**src/rtl/tt_scan_pkg.sv**
```systemverilog
// Shared types and defaults for the scan load/capture/unload controller.
package tt_scan_pkg;

  localparam int DEF_CHAIN_LEN = 4;
  localparam int DEF_CAP_W     = 4;

  typedef enum logic [2:0] {
    ST_IDLE,
    ST_LOAD,
    ST_CAPTURE,
    ST_UNLOAD,
    ST_DONE
  } scan_state_e;

  // One counter serves every phase, so it must hold both the chain length and the capture count.
  function automatic int cnt_width(input int chain_len, input int cap_w);
    return ($clog2(chain_len + 1) > cap_w) ? $clog2(chain_len + 1) : cap_w;
  endfunction

endpackage

```
**src/rtl/tt_scan_cnt.sv**
```systemverilog
// Loadable down-counter with zero flag; holds at zero rather than wrapping.
module tt_scan_cnt #(
  parameter int W = 4
) (
  input  logic         i_clk_gen,
  input  logic         i_rst,
  input  logic         load,
  input  logic [W-1:0] load_val,
  input  logic         dec,
  output logic         zero
);

  logic [W-1:0] count;

  always_ff @(posedge i_clk_gen) begin
    if (i_rst) begin
      count <= '0;
    end else if (load) begin
      count <= load_val;
    end else if (dec && (count != '0)) begin
      count <= count - W'(1);
    end
  end

  assign zero = (count == '0);

endmodule

```
**src/rtl/tt_scan_ctrl.sv**
```systemverilog
// Scan sequencer: shift a pattern in, run functional capture cycles, shift the chain out.
//   state   | meaning
//   IDLE    | waiting for i_start, scan disabled
//   LOAD    | shifting pattern MSB first, scan_en high
//   CAPTURE | latched number of functional cycles, scan_en low
//   UNLOAD  | shifting chain out (zeros in), sampling i_scan_out
//   DONE    | one-cycle o_done with o_result updated
module tt_scan_ctrl
  import tt_scan_pkg::*;
#(
  parameter int CHAIN_LEN = DEF_CHAIN_LEN,
  parameter int CAP_W     = DEF_CAP_W
) (
  input  logic                 i_clk_gen,
  input  logic                 i_rst,
  input  logic                 i_start,
  input  logic [CHAIN_LEN-1:0] i_pattern,
  input  logic [CAP_W-1:0]     i_cap_cycles,
  output logic                 o_busy,
  output logic                 o_done,
  output logic [CHAIN_LEN-1:0] o_result,
  output logic                 o_scan_en,
  output logic                 o_scan_in,
  input  logic                 i_scan_out
);

  localparam int CNT_W = cnt_width(CHAIN_LEN, CAP_W);
  localparam logic [CNT_W-1:0] SHIFT_LAST = CNT_W'(CHAIN_LEN - 1);

  scan_state_e state, state_d;

  logic [CHAIN_LEN-1:0] pat_sr, pat_d;
  logic [CHAIN_LEN-1:0] unl_sr, unl_d;
  logic [CHAIN_LEN-1:0] result_d;
  logic [CAP_W-1:0]     cap_q, cap_d;
  logic                 scan_en_d, scan_in_d, busy_d, done_d;
  logic                 cnt_load, cnt_dec, cnt_zero;
  logic [CNT_W-1:0]     cnt_val;

  // Counter is loaded with (phase length - 1); zero marks the last cycle of a phase.
  tt_scan_cnt #(.W(CNT_W)) u_cnt (
    .i_clk_gen (i_clk_gen),
    .i_rst     (i_rst),
    .load      (cnt_load),
    .load_val  (cnt_val),
    .dec       (cnt_dec),
    .zero      (cnt_zero)
  );

  always_comb begin
    state_d   = state;
    pat_d     = pat_sr;
    unl_d     = unl_sr;
    result_d  = o_result;
    cap_d     = cap_q;
    scan_en_d = 1'b0;
    scan_in_d = 1'b0;
    busy_d    = o_busy;
    done_d    = 1'b0;
    cnt_load  = 1'b0;
    cnt_dec   = 1'b0;
    cnt_val   = '0;
    case (state)
      ST_IDLE: begin
        busy_d = 1'b0;
        if (i_start) begin
          state_d   = ST_LOAD;
          pat_d     = i_pattern << 1;
          cap_d     = i_cap_cycles;
          scan_en_d = 1'b1;
          scan_in_d = i_pattern[CHAIN_LEN-1];
          busy_d    = 1'b1;
          cnt_load  = 1'b1;
          cnt_val   = SHIFT_LAST;
        end
      end
      ST_LOAD: begin
        if (cnt_zero) begin
          cnt_load = 1'b1;
          if (cap_q == '0) begin
            state_d   = ST_UNLOAD;
            cnt_val   = SHIFT_LAST;
            scan_en_d = 1'b1;
          end else begin
            state_d = ST_CAPTURE;
            cnt_val = CNT_W'(cap_q) - CNT_W'(1);
          end
        end else begin
          cnt_dec   = 1'b1;
          scan_en_d = 1'b1;
          scan_in_d = pat_sr[CHAIN_LEN-1];
          pat_d     = pat_sr << 1;
        end
      end
      ST_CAPTURE: begin
        if (cnt_zero) begin
          state_d   = ST_UNLOAD;
          cnt_load  = 1'b1;
          cnt_val   = SHIFT_LAST;
          scan_en_d = 1'b1;
        end else begin
          cnt_dec = 1'b1;
        end
      end
      ST_UNLOAD: begin
        // First sample ends up in the MSB after CHAIN_LEN shifts.
        unl_d = (unl_sr << 1) | CHAIN_LEN'(i_scan_out);
        if (cnt_zero) begin
          state_d  = ST_DONE;
          result_d = unl_d;
          done_d   = 1'b1;
        end else begin
          cnt_dec   = 1'b1;
          scan_en_d = 1'b1;
        end
      end
      ST_DONE: begin
        state_d = ST_IDLE;
        busy_d  = 1'b0;
      end
      default: begin
        state_d = ST_IDLE;
        busy_d  = 1'b0;
      end
    endcase
  end

  always_ff @(posedge i_clk_gen) begin
    if (i_rst) begin
      state     <= ST_IDLE;
      pat_sr    <= '0;
      unl_sr    <= '0;
      cap_q     <= '0;
      o_result  <= '0;
      o_scan_en <= 1'b0;
      o_scan_in <= 1'b0;
      o_busy    <= 1'b0;
      o_done    <= 1'b0;
    end else begin
      state     <= state_d;
      pat_sr    <= pat_d;
      unl_sr    <= unl_d;
      cap_q     <= cap_d;
      o_result  <= result_d;
      o_scan_en <= scan_en_d;
      o_scan_in <= scan_in_d;
      o_busy    <= busy_d;
      o_done    <= done_d;
    end
  end

endmodule

```
**config.mk**
```make
export PLATFORM = sky130hd
export DESIGN_NAME = tt_scan_ctrl
export DESIGN_NICKNAME = d
export VERILOG_FILES = /design/src/rtl/tt_scan_pkg.sv /design/src/rtl/tt_scan_cnt.sv /design/src/rtl/tt_scan_ctrl.sv
export SDC_FILE = /design/constraint.sdc
export NUM_CORES = 1
export LEC_CHECK = 0
export ABC_CLOCK_PERIOD_IN_PS = 3600
export BUFFER_PORTS_ARGS = -buffer_cell sky130_fd_sc_hd__buf_2
export CAP_MARGIN = 20
export CORE_ASPECT_RATIO = 1.5
export CORE_MARGIN = 2
export CORE_UTILIZATION = 60
export CTS_BUF_LIST = sky130_fd_sc_hd__clkbuf_2
export CTS_CLUSTER_DIAMETER = 80
export DETAILED_ROUTE_END_ITERATION = 7
export HOLD_SLACK_MARGIN = 0.03
export PLACE_DENSITY = 0.84
export SLEW_MARGIN = 15
export SYNTH_ARGS = -nofsm -noshare
export SYNTH_HDL_FRONTEND = slang
export SYNTH_SLANG_ARGS = --single-unit
```
**constraint.sdc**
```tcl
create_clock -name i_clk_gen -period 3.6 [get_ports i_clk_gen]
set_clock_uncertainty 0.1 [all_clocks]
set_input_delay 0.54 -clock i_clk_gen [delete_from_list [all_inputs] [get_ports i_clk_gen]]
set_output_delay 0.54 -clock i_clk_gen [all_outputs]
set_load 0.02 [all_outputs]
```
## Yosys cells after proc, flatten, opt, wreduce, memory -nomap -nowiden

Cells that the tools add are included.

| word-level totals | value |
|---|---|
| flip-flop bits (word level) | 26 |
| input bits | 12 |
| output and inout bits | 8 |
| word-level logic and storage cells | 64 |

| operators by class | value |
|---|---|
| add/subtract/negate cells | 2 |
| eq/ne operators | 8 |
| muxes and demuxes | 28 |
| bitwise gates (word level) | 2 |
| reductions and logical operators | 14 |

Operators by type and width:

| kind | count |
|---|---|
| $mux W4 | 6 |
| $mux W3 | 4 |
| $pmux W3 S4 | 1 |
| $pmux W4 S3 | 1 |
| $ne A2 B2 Y1 const B | 5 |
| $mux W1 | 9 |
| $logic_not A4 Y1 | 2 |
| $pmux W4 S2 | 1 |
| $sub A4 B1 Y4 const B | 2 |
| $eq A3 B2 Y1 const B | 2 |
| $pmux W1 S2 | 3 |
| $mux W2 | 2 |
| $or A4 B1 Y4 | 1 |
| $pmux W1 S4 | 1 |
| $reduce_and A2 Y1 | 2 |
| $reduce_and A4 Y1 | 1 |
| $reduce_bool A2 Y1 | 2 |
| $reduce_bool A4 Y1 | 1 |
| $reduce_or A2 Y1 | 2 |
| $eq A3 B1 Y1 const B | 1 |
| $logic_not A3 Y1 | 1 |
| $reduce_and A3 Y1 | 1 |
| $reduce_or A3 Y1 | 1 |
| $logic_and A1 B1 Y1 | 1 |
| $not A1 Y1 | 1 |

## Depth between registers and ports, before layout

Gate-level depths: netlist of the first run.

| depth | value |
|---|---|
| depth after elaboration | 6 |
| gate-level depth with buffers | 7 |

## Cells and area by module

From an unflattened synthesis of the first run, not the netlist that was laid out.

| unflattened totals | value |
|---|---|
| cells, all modules | 137 |
| area, all modules | 1,283.7 µm² |

Modules (own cells, without submodules):

| module | instances | cells an instance | area an instance (µm²) | sequential area each (µm²) |
|---|---|---|---|---|
| tt_scan_ctrl | 1 | 108 | 1,021.0 | 420.4 |
| tt_scan_cnt | 1 | 29 | 262.8 | 80.1 |

## Worst setup path before layout of the first run

OpenSTA, ideal clock, no wires.

| timing | value |
|---|---|
| path kind | reg-to-reg |
| from | register u_cnt.count[0] |
| to | register pat_sr[1] |
| setup time | 128 ps |
| data arrival time | 1,426 ps |
| slack | 1,946 ps |
| stages on the path, launching flop included | 8 |
| clock period less this slack | 1,654 ps |
| cells stage by stage | dfxtp_1 inv_1 ha_1 or3b_1 buf_2 a21o_4 mux2i_1 nor2_1 |

| between the ends | value |
|---|---|
| cells in the longest elaborated chain, start to end | 3 |

Ends and longest elaborated chain:

| item | line | text |
|---|---|---|
| start: declaration | tt_scan_cnt.sv:13 | `logic [W-1:0] count;` |
| start signal: assignment | tt_scan_cnt.sv:19 | `count <= load_val;` |
| start signal: assignment | tt_scan_cnt.sv:21 | `count <= count - W'(1);` |
| $logic_not A4 Y1 | tt_scan_cnt.sv:25 | `assign zero = (count == '0);` |
| $ne A2 B2 Y1 (no source line) | -- |  |
| $reduce_and A3 Y1 (no source line) | -- |  |
| end signal: assignment | tt_scan_ctrl.sv:141 | `pat_sr <= pat_d;` |
| end: declaration | tt_scan_ctrl.sv:32 | `logic [CHAIN_LEN-1:0] pat_sr, pat_d;` |

No other way between the ends.
A chain may end at the register's enable or synchronous reset.

## Worst setup path in the final report of the first run

| timing | value |
|---|---|
| from | register u_cnt.count[0] |
| to | register u_cnt.count[2] |

| between the ends | value |
|---|---|
| cells in the longest elaborated chain, start to end | 5 |
| elaborated cells between the ends (all ways) | 13 |
| those cells by class | add/sub (1); mux (8); reduce/logical (4) |

Ends and longest elaborated chain:

| item |
|---|
| branches (longest 5 deep; another with $sub A4 B1 Y4) |

Parallel ways; which one is timed is not known. The select of a mux whose other input is x is not followed.

==> impl_results.md, run 1 <==
* Port bufs at 19
* Min Tclk post-route at 1.94 ns
* Slowest stage cell, crit path: dfxtp_1
* Pre-antenna DRT Iters at 4
* Routed wire per std cell at 13.3 µm
* PD cells at around 500 mW/mm²
* Setup crit start kind: flop
* Clk_lat worst skew at 0.35 ns
* Synthesis Warnings at 0
* Average cell area after synthesis at ~9.2 µm²
* Area Growth Syn to Fin at 8.03%
* N_diodes at 0
* Leak Pwr at 0.561 nW
* Maxcap violations at 0
* Post-Synthesis Cell Area at 0.00123 mm²
* Largest net degree at the start of global routing at 26
* DRT iter0 DRCs at 21
* Routed metal-1 wirelength at 968 µm
* Die width at about 41 µm
* IO Pins at 20
* Worst Slack Setup Final at roughly 1.7 ns
* Highest routed layer: met4
* F_max at 515 MHz
* Final setup violation count at 0
* Final ANT Viol Nets at 0
* DP Area at 0.00131 mm²
* Layout cell share with drive strength beyond 1 at 21.3%
* First-pass GRT wire length at 3850 µm
* Status: finished clean
* Num Clock Sinks at 25
* FP Rows at 20
* CTS resizes at 0
* Critical path class: flop to flop
* RePlAce Congestion at 0.747
* Vias in the first global route at 924
* Final Cycle Share at about 54%
* Gr usage total at 23.1%
* Netlist cell types at 37
* Antenna violations before repair at 0
* Critical Path Max Stage Delay at between 0.4 and 0.5 ns
* Metal3 WL at 66 µm
* Crit end category: flop
* RSZ-0062 raised after global routing: false
* DRC violations left at 0
* Max rail drop VDD at 0.316 mV
* Worst slew pin tran at about 0.58 ns
* Number of synthesized register bits at 25
* Post-synth EDFFs at 0
* Ys async rst share at 0%
* Core ar. at a little under 0.002 mm²
* Max-slew violation count at 0
* Slew headroom at between 60% and 70%
* Aggregate global routing overflow at 0
* Setup bufs post-CTS at 0
* Nets at 166
* Clock-pin slew on the worst setup and hold paths at between 0.2 and 0.25 ns
* Clk root buf: clkbuf_2
* Clk buf depth at 2
* Htree depth at 1
* Starting Density at 62.3%
* Fin util at 67.3%
* Ys flop type: dfxtp_1
* HP Class: primary input to flop
* Setup TNS at 0 ns
* Post-Layout Inst Area at 0.00133 mm²
* Critical path, cell by cell: inv_1 -> ha_1 -> nor4bb_2 -> a211oi_2 -> nor2_1 -> a2111oi_2
* CTS tree: yes
* Sequential area share after synthesis at roughly two fifths
* Total power at 0.000652 W
* Cells after synthesis at 134
* DR WL met2 at approximately 1200 µm
* Vias per inst at ~5.7
* TritonCTS buffer count at 3
* CP arrival at 2.10 ns
* Die area at 0.00244 mm²
* Crit path max fanout at 5
* Final Hold Fails at 0
* DIE HEIGHT at a little under 60 µm
* Final HPWL DP at 1720 µm
* Setup WS pre-CTS at 1.72 ns
* Hold-fix buffers at CTS at 0
* CP Data Required Time at between 3 and 4 ns
* Syn nets at 149
* Post-Route WL at 2290 µm
* Routed via count at 987
-- flip-flops by register name (all words and copies together) (netlist names) --
| register | flops |
|---|---|
| cap_q | 4 |
| o_busy | 1 |
| o_done | 1 |
| o_result | 4 |
| o_scan_en | 1 |
| o_scan_in | 1 |
| pat_sr | 3 |
| state | 3 |
| u_cnt.count | 4 |
| unl_sr | 3 |
-- per-layer routing --
| layer | GRT usage [%] | vias up |
|---|---|---|
| li1 | - | 508 |
| met1 | 26.3 | 456 |
| met2 | 39.5 | 18 |
| met3 | 2.63 | 5 |
| met4 | 11.4 | 0 |
| met5 | 0 | - |
-- layout make-up --
| type | instances | area [µm²] |
|---|---|---|
| multi-input cells | 96 | 664 |
| fillers | 157 | 647 |
| flip-flops and latches | 25 | 500 |
| repair buffers | 19 | 95.1 |
| well taps | 22 | 27.5 |
| inverters | 6 | 22.5 |
| clock buffers | 4 | 20.0 |
-- report_power, final --
| group | leakage [nW] | total, W | switching (W) | internal [W] |
|---|---|---|---|---|
| clock | 0.0166 | 0.000112 | 0.0000822 | 0.0000294 |
| combinational | 0.339 | 0.000197 | 0.000107 | 0.0000891 |
| sequential | 0.205 | 0.000344 | 0.0000376 | 0.000306 |
| total | 0.561 | 0.000652 | 0.000227 | 0.000425 |
-- cell families after synthesis --
| logic type | after synthesis | share of synthesized area (%) |
|---|---|---|
| mux | 9 | 7.32 |
| xor+xnor | 4 | 2.85 |
| fa+ha+maj | 3 | 3.05 |
| flops | 25 | 40.7 |
| buf+inv | 13 | 5.39 |
| compound gates | 29 | 16.2 |
| simple gates | 51 | 24.6 |
-- cells in the mapped netlist (2+ instances only) --
cell type,count,area (µm²)
dfxtp_1,25,500
nor2_1,17,63.8
nor3_1,11,55.1
a21oi_1,10,50.1
mux2i_1,9,90.1
nand2_1,7,26.3
inv_1,6,22.5
o21ai_0,6,30.0
a211oi_1,4,30.0
clkbuf_1,3,11.3
ha_1,3,37.5
nor2b_1,3,18.8
xor2_1,3,26.3
buf_2,2,10.0
buf_6,2,22.5
o211ai_1,2,15.0
-- layout by cell type (no fill, tap or decap), drive strengths merged, types with 3 or more instances in the layout --
cell type / Yosys / layout
dfxtp: 25 / 25
ha: 3 / 3
nor3: 11 / 11
buf: 4 / 19
a21oi: 10 / 10
inv: 6 / 6
mux2i: 9 / 9
o21ai: 7 / 7
nor2: 17 / 17
clkbuf: 3 / 4
xor2: 3 / 3
nor2b: 3 / 3
a211oi: 5 / 5
nand2: 7 / 7
-- final timing paths --
| path | slack, ns | end | cells past startpoint | startpoint |
|---|---|---|---|---|
| worst min-delay path | 0.31 | cap_q[0]$_SDFFE_PP0P_ | 3 | i_cap_cycles[0] |
| worst min register to register | 0.38 | o_result[1]$_SDFFE_PP0P_ | 2 | unl_sr[0]$_SDFFE_PP0P_ |
| worst max register to register | 1.66 | u_cnt.count[2]$_SDFFE_PP0P_ | 6 | u_cnt.count[0]$_SDFFE_PP0P_ |
| worst max-delay path | 1.66 | u_cnt.count[2]$_SDFFE_PP0P_ | 6 | u_cnt.count[0]$_SDFFE_PP0P_ |
-- stage by stage --
stage          hold WS [ns]  cells
2_1_floorplan         0.332    134
3_3_place_gp          0.342    168
3_5_place_dp          0.360    168
4_1_cts               0.316    172
5_1_grt               0.323    172
6_report              0.311    172
-- critical path: cells and delay by family (launching register included) --
family	cells	cell delay [ns]
AOI/OAI and AO/OA	2	0.70
DFF	1	0.44
and+or+nand+nor	2	0.31
adders and majority gates	1	0.24
buffers and inverters	1	0.06
Power figures use the tool's default switching activity.
==> inputs of run 2 (changes only) <==
--- a/config.mk
+++ b/config.mk
@@ -5,17 +5,18 @@
 export SDC_FILE = /design/constraint.sdc
 export NUM_CORES = 1
 export LEC_CHECK = 0
-export ABC_CLOCK_PERIOD_IN_PS = 3600
+export ABC_AREA = 1
+export ABC_CLOCK_PERIOD_IN_PS = 1800
 export BUFFER_PORTS_ARGS = -buffer_cell sky130_fd_sc_hd__buf_2
 export CAP_MARGIN = 20
 export CORE_ASPECT_RATIO = 1.5
 export CORE_MARGIN = 2
-export CORE_UTILIZATION = 60
+export CORE_UTILIZATION = 57
 export CTS_BUF_LIST = sky130_fd_sc_hd__clkbuf_2
 export CTS_CLUSTER_DIAMETER = 80
 export DETAILED_ROUTE_END_ITERATION = 7
 export HOLD_SLACK_MARGIN = 0.03
-export PLACE_DENSITY = 0.84
+export PLACE_DENSITY = 0.8
 export SLEW_MARGIN = 15
 export SYNTH_ARGS = -nofsm -noshare
 export SYNTH_HDL_FRONTEND = slang
==> constraint.sdc (replaced) <==
create_clock -name i_clk_gen -period 1.8 [get_ports i_clk_gen]
set_clock_uncertainty 0.1 [all_clocks]
set_input_delay 0.27 -clock i_clk_gen [delete_from_list [all_inputs] [get_ports i_clk_gen]]
set_output_delay 0.27 -clock i_clk_gen [all_outputs]
set_load 0.02 [all_outputs]
==> impl_results.md, run 2 <==
* Top flop regs: cap_q: 4 flops, o_result: 4 flops, u_cnt.count: 4 flops
* RR Endpoint: u_cnt.count[2]$_SDFFE_PP0P_
* Reg2Reg Depth at 8 (+2)
* Vias per inst at 5.25 (-8.6%)
* Critical R2R Launch: u_cnt.count[0]$_SDFFE_PP0P_
* Post-synth top area share at 40.2% (-0.49 points)
* Final setup violation count at 0 (unchanged)
* Cells after synthesis at 168 (+25%)
* Maxcap violations at 0 (unchanged)
* FF-to-FF setup slack at 0.27 ns (-1.39 ns)
* CTS tree: yes
* Synth top cells by count: nor2_1 (29), nand2_1 (28), dfxtp_1 (25), nand3_1 (14), inv_1 (13)
* Number of synthesized register bits at 25 (unchanged)
* DP Area at 0.00135 mm² (+3.0%)
* N_diodes at 0 (unchanged)
* HP Class: primary input to flop
* Status: finished clean
* Routed wire per std cell at 11.3 µm (-15%)
* Commonest non-fill, non-tap cell in the layout: nor2_1
* Setup bufs post-CTS at 0 (unchanged)
* Final Hold Fails at 0 (unchanged)
* Ys flop type: dfxtp_1
* Aggregate global routing overflow at 0 (unchanged)
* Final ANT Viol Nets at 0 (unchanged)
* Port bufs at 19 (unchanged)
* Crit end category: flop
* Post-Layout Inst Area at 0.00137 mm² (+2.9%)
* Max-slew violation count at 0 (unchanged)
* Post-synth EDFFs at 0 (unchanged)
* Final HPWL DP at 1890 µm (+9.9%)
* RePlAce Congestion at 0.824 (+10%)
* Routed via count at 1102 (+12%)
* Htree depth at 1 (unchanged)
* Netlist cell types at 27 (-27%)
* Synthesis Warnings at 0 (unchanged)
* DRC violations left at 0 (unchanged)
* Slew headroom at 69.9% (+8.4 points)
* Area leader, netlist: dfxtp_1
* Die width at 42.2 µm (+2.9%)
* Clk root buf: clkbuf_2
* CP Data Required Time at 1.97 ns (-1.79 ns)
* Clk buf depth at 2 (unchanged)
* Worst Slack Setup Final at 0.267 ns (-1.39 ns)
* CP arrival at 1.70 ns (-0.40 ns)
* Most frequent cell after synthesis: nor2_1
* Post-route insts no fill at 210 (+22%)
* Die area at 0.00258 mm² (+6.0%)
* RSZ-0062 raised after global routing: false
* Setup WS pre-CTS at 0.284 ns (-1.44 ns)
* DRT iter0 DRCs at 18 (-14%)
* Pre-antenna DRT Iters at 4 (unchanged)
* Max rail drop VDD at 0.683 mV (+120%)
* Dpl cells at 206 (+23%)
* Hold-fix buffers at CTS at 0 (unchanged)
* Post-Synthesis Cell Area at 0.00125 mm² (+1.2%)
* Layout cell share with drive strength beyond 1 at 23.9% (+2.6 points)
* Post-Route WL at 2380 µm (+3.9%)
* Core ar. at 0.00205 mm² (+3.8%)
* Starting Density at 60.7% (-1.5 points)
* First-pass GRT wire length at 4220 µm (+9.5%)
* Num Clock Sinks at 25 (unchanged)
* Area Growth Syn to Fin at 9.84%
* FP Rows at 20 (unchanged)
* WHS Path Cells at 3 (unchanged)
* Clk_lat worst skew at 0.34 ns (about the same)
* TritonCTS buffer count at 3 (unchanged)
* Syn nets at 183 (+23%)
* Nets at 204 (+23%)
* Total power at 0.00199 W (+210%)
* Antenna violations before repair at 0 (unchanged)
* DIE HEIGHT at 61.3 µm (+3.0%)
* Hold Path Sink: o_result[0]$_SDFFE_PP0P_
* Final Cycle Share at 85.1% (+31 points)
* Average cell area after synthesis at 7.42 µm² (-19%)
* Leak Pwr at 0.688 nW (+23%)
* Most frequent cells in the layout: nor2_1 (29), nand2_1 (28), dfxtp_1 (25), buf_2 (19), nand3_1 (14)
* CTS resizes at 0 (unchanged)
* IO Pins at 20 (unchanged)
* Clock-pin slew on the worst setup and hold paths at 0.21 ns (about the same)
* Vias in the first global route at 1053 (+14%)
* Worst slew pin tran at 0.450 ns (-0.125 ns)
* Critical path class: flop to flop
* Gr usage total at 21.0% (-2.1 points)
* Min Tclk post-route at 1.53 ns (-0.408 ns)
* PD cells at 1460 mW/mm² (+200%)
* Setup TNS at 0 ns (unchanged)
* F_max at 652 MHz (+27%)
* Crit path max fanout at 9 (+4)
* Setup crit start kind: flop
* Sequential area share after synthesis at 40.2% (-0.49 points)
* Hold_sp: i_scan_out
* Largest net degree at the start of global routing at 19 (-27%)
* Top cells by area, synth: dfxtp_1 (40%), nor2_1 (8.7%), nand2_1 (8.4%)
* Ys async rst share at 0% (unchanged)
run 2: cell count changes in the layout (fill, tap and decap cells not counted), moves of 3 or more:
| cell | change |
|---|---|
| nor2b_1 | -3 |
| nand2_2 | +5 |
| inv_2 | +6 |
| nor3_1 | -11 |
| nand2_1 | +21 |
| mux2i_1 | -9 |
| nor2_1 | +12 |
| nand3_1 | +13 |
| inv_1 | +7 |
| a211oi_1 | -4 |
| o21ai_0 | +6 |
run 2: final cells by class:
type	count	area, µm²
Clock buffer	4	20.0
Fill cell	184	683
Inverter	21	82.6
Multi-Input combinational cell	119	643
Sequential cell	25	500
Tap cell	22	27.5
Timing Repair Buffer	19	95.1
run 2: worst max-delay path by stage:
stage | from | end | slack, ns
after floorplan | u_cnt.count[0]$_SDFFE_PP0P_ | u_cnt.count[2]$_SDFFE_PP0P_ | 0.45
after global placement | u_cnt.count[0]$_SDFFE_PP0P_ | u_cnt.count[3]$_SDFFE_PP0P_ | 0.36
after detailed placement | u_cnt.count[0]$_SDFFE_PP0P_ | u_cnt.count[2]$_SDFFE_PP0P_ | 0.28
final | u_cnt.count[0]$_SDFFE_PP0P_ | u_cnt.count[2]$_SDFFE_PP0P_ | 0.27
after CTS | u_cnt.count[0]$_SDFFE_PP0P_ | u_cnt.count[2]$_SDFFE_PP0P_ | 0.26
after global routing | u_cnt.count[0]$_SDFFE_PP0P_ | u_cnt.count[2]$_SDFFE_PP0P_ | 0.14
run 2: power breakdown:
group / switching (W) / total [W] / internal [W]
Combinational: 0.000657 / 0.00102 / 0.000361
Clock: 0.000158 / 0.000217 / 0.0000587
Sequential: 0.0000792 / 0.000758 / 0.000679
run 2: routing by layer:
layer	track usage, %	share of wire, %	vias to the layer above
li1	-	-	579
met5	0	0	-
met3	2.64	2.1	7
met4	10.7	2.1	0
met1	22.4	41	499
met2	40.4	55	17
run 2: worst max-delay path, cell delays in order, from the launching register on:
cell and delay, ns:
dfxtp_1 0.36, inv_1 0.08, ha_1 0.26, nand2_4 0.15
inv_2 0.07, nand2_4 0.11, nand3_2 0.11, o21bai_1 0.17
nor2_1 0.05
run 2: kinds of logic after synthesis:
kind of cell               count (synthesis)  share of synthesized area, %
and+or+nand+nor                           87                          35.1
AOI/OAI and AO/OA                         26                          11.3
DFF                                       25                          40.2
buffers and inverters                     24                          8.23
xor gates and xnor gates                   3                          2.11
adders and majority gates                  3                          3.01
run 2: through the flow:
| step | util [%] | hold WS [ns] |
|---|---|---|
| finish | 66.7 | 0.0470 |
| global route | 66.7 | 0.0520 |
| CTS | 66.7 | 0.0346 |
| detailed placement | 65.7 | 0.360 |
| global placement | 65.7 | 0.350 |
| floorplan | - | 0.273 |
==> inputs of run 3 (changes only) <==
--- a/config.mk
+++ b/config.mk
@@ -11,12 +11,12 @@
 export CAP_MARGIN = 20
 export CORE_ASPECT_RATIO = 1.5
 export CORE_MARGIN = 2
-export CORE_UTILIZATION = 57
+export CORE_UTILIZATION = 47
 export CTS_BUF_LIST = sky130_fd_sc_hd__clkbuf_2
 export CTS_CLUSTER_DIAMETER = 80
 export DETAILED_ROUTE_END_ITERATION = 7
 export HOLD_SLACK_MARGIN = 0.03
-export PLACE_DENSITY = 0.8
+export PLACE_DENSITY = 0.68
 export SLEW_MARGIN = 15
 export SYNTH_ARGS = -nofsm -noshare
 export SYNTH_HDL_FRONTEND = slang
==> impl_results.md, run 3 (synthesis results as in run 2) <==
* Max-slew violation count at 0 (unchanged)
* Max rail drop VDD at 0.703 mV (+2.9%)
* CTS tree: yes
* DRT iter0 DRCs at 26 (+8)
* RePlAce Congestion at 0.824 (about the same)
* CP bufs+invs at 2 (unchanged)
* Final Hold Fails at 0 (unchanged)
* Final setup violation count at 0 (unchanged)
* M1 GR Usage at 18.6% (-3.8 points)
* FF/Latch Area at 500 µm² (unchanged)
* Port bufs at 19 (unchanged)
* DRC violations left at 0 (unchanged)
* Min Tclk post-route at 1.51 ns (-0.0188 ns)
* FF-to-FF setup slack at 0.29 ns (+0.02 ns)
* IO Pins at 20 (unchanged)
* Fillers at 259 (+41%)
* CTS resizes at 0 (unchanged)
* PD cells at 1460 mW/mm² (about the same)
* Setup TNS at 0 ns (unchanged)
* Crit. path cell count at 9 (+1)
* Starting Density at 50.3% (-10 points)
* Final HPWL DP at 2020 µm (+6.7%)
* Crit path max fanout at 9 (unchanged)
* DP Area at 0.00135 mm² (+0.19%)
* RSZ-0062 raised after global routing: false
* M3 GR Usage at 2.44% (-0.20 points)
* FP Rows at 22 (+10%)
* CP endpoint: u_cnt.count[3]$_SDFFE_PP0P_
* Critical Path Max Stage Delay at 0.35 ns (about the same)
* Num Clock Sinks at 25 (unchanged)
* Die width at 46.0 µm (+9.2%)
* Final Cycle Share at 84.1% (-1.0 points)
* CP Launch Point: u_cnt.count[0]$_SDFFE_PP0P_
* N_diodes at 0 (unchanged)
* Routed via count at 1114 (+1.1%)
* Final ANT Viol Nets at 0 (unchanged)
* Commonest non-fill, non-tap cell in the layout: nor2_1
* Delay-heaviest family, CP: simple AND/OR/NAND/NOR gates
* Maxcap violations at 0 (unchanged)
* P_sw at 0.000925 W (+3.4%)
* Slowest stage cell, crit path: dfxtp_1
* Post-Route WL at 2560 µm (+7.6%)
* Worst slew pin tran at 0.511 ns (+0.0607 ns)
* Nets at 206 (+0.98%)
* Clk pwr share at 11.0% (about the same)
* Pre-antenna DRT Iters at 4 (unchanged)
* Core ar. at 0.00248 mm² (+21%)
* CP arrival at 1.68 ns (-0.02 ns)
* Clock-pin slew on the worst setup and hold paths at 0.24 ns (+0.03 ns)
* Post-Layout Inst Area at 0.00139 mm² (+1.6%)
* HP Class: primary input to flop
* Clk_lat worst skew at 0.35 ns (about the same)
* Grt peak-use layer: met2
* Aggregate global routing overflow at 0 (unchanged)
* Hold-fix buffers at CTS at 2 (+2)
* Die area at 0.00309 mm² (+20%)
* Hold slack at 0.0533 ns (+0.00625 ns)
* GR Util met2 at 35.6% (-4.8 points)
* Htree depth at 1 (unchanged)
* Leak Pwr at 0.696 nW (+1.2%)
* Hold_sp: i_pattern[0]
* Reg2Reg Depth at 9 (+1)
* Logic gate share of total power at 51.5% (+0.4 points)
* Critical R2R Launch: u_cnt.count[0]$_SDFFE_PP0P_
* Layout cell share with drive strength beyond 1 at 23.7% (-0.25 points)
* RR Endpoint: u_cnt.count[3]$_SDFFE_PP0P_
* Largest net degree at the start of global routing at 19 (unchanged)
* Vias in the first global route at 1105 (+4.9%)
* First-pass GRT wire length at 4310 µm (+2.3%)
* Vias per inst at 5.21 (-0.80%)
* Most frequent cells in the layout: nor2_1 (29), nand2_1 (28), dfxtp_1 (25), buf_2 (19), nand3_1 (14)
* Gr usage total at 18.8% (-2.2 points)
* Net Sw Frac at 45.6% (+0.75 points)
* Critical path class: flop to flop
* Status: finished clean
* DIE HEIGHT at 67.1 µm (+9.5%)
* Seq pwr share at 37.5% (-0.5 points)
* Crit end category: flop
* Setup crit start kind: flop
* Clk buf depth at 2 (unchanged)
* CP Data Required Time at 1.97 ns (about the same)
* Routed wire per std cell at 12.0 µm (+5.6%)
* TritonCTS buffer count at 3 (unchanged)
* Slew headroom at 65.9% (-4.0 points)
* Top flop regs: cap_q: 4 flops, o_result: 4 flops, u_cnt.count: 4 flops
* F_max at 661 MHz (+1.2%)
* Setup bufs post-CTS at 0 (unchanged)
* Critical path, cell by cell: inv_1 -> ha_1 -> nand2_4 -> inv_2 -> nand2_4 -> nand3_2 -> nand2_1 -> nor2_1 -> nor2_1
* Multi-input gate area at 643 µm² (unchanged)
* Clk root buf: clkbuf_2
* Antenna violations before repair at 0 (unchanged)
* Int Power at 0.00110 W (+0.32%)
* Area Growth Syn to Fin at 11.6%
[run 3: changes by cell type in the layout (fill, tap and decap cells not counted)]
cell / before / now
dlygate4sd3_1: 0 / 2
[run 3: power groups by stage]
stage | Sequential (W) | Combinational (W) | Clock (W)
final | 0.000760 | 0.00104 | 0.000224
after detailed placement | 0.000773 | 0.00104 | 0
after CTS | 0.000761 | 0.00105 | 0.000230
after floorplan | 0.000781 | 0.000838 | 0
after global placement | 0.000768 | 0.00102 | 0
after global routing | 0.000776 | 0.00119 | 0.000251
[run 3: area by class of cell]
class | count | share of cell area (%)
Multi-Input combinational cell | 119 | 46.2
Inverter | 21 | 5.94
Timing Repair Buffer | 21 | 8.27
Sequential cell | 25 | 36.0
Clock buffer | 4 | 1.44
Tap cell | 24 | 2.16
[run 3: worst min-delay path by stage]
stage,depth (start not counted),end
floorplan,2,o_result[0]$_SDFFE_PP0P_
global placement,2,o_busy$_SDFFE_PP0P_
detailed placement,2,o_busy$_SDFFE_PP0P_
CTS,3,pat_sr[1]$_SDFFE_PP0P_
global route,3,pat_sr[1]$_SDFFE_PP0P_
finish,3,pat_sr[1]$_SDFFE_PP0P_
[run 3: per-layer routing]
metal	vias to the layer above	part of all wire, %
met4	0	2.9
met1	501	40
li1	584	-
met5	-	0
met2	18	54
met3	11	3.0
[run 3: worst min-delay path, delay by kind of cell]
kind | cells | cell delay, ns
AND/OR/NAND/NOR | 1 | 0.07
buffers and inverters | 1 | 0.10
AO/OA/AOI/OAI | 1 | 0.06
[run 3: per-stage QoR]
stage | utilization [%] | cells | setup slack (ns) | total power [W]
floorplan | - | 168 | 0.454 | 0.00162
global placement | 54.5 | 208 | 0.365 | 0.00179
detailed placement | 54.5 | 208 | 0.300 | 0.00182
CTS | 56.2 | 214 | 0.271 | 0.00204
global route | 56.2 | 214 | 0.154 | 0.00222
finish | 56.2 | 214 | 0.286 | 0.00203
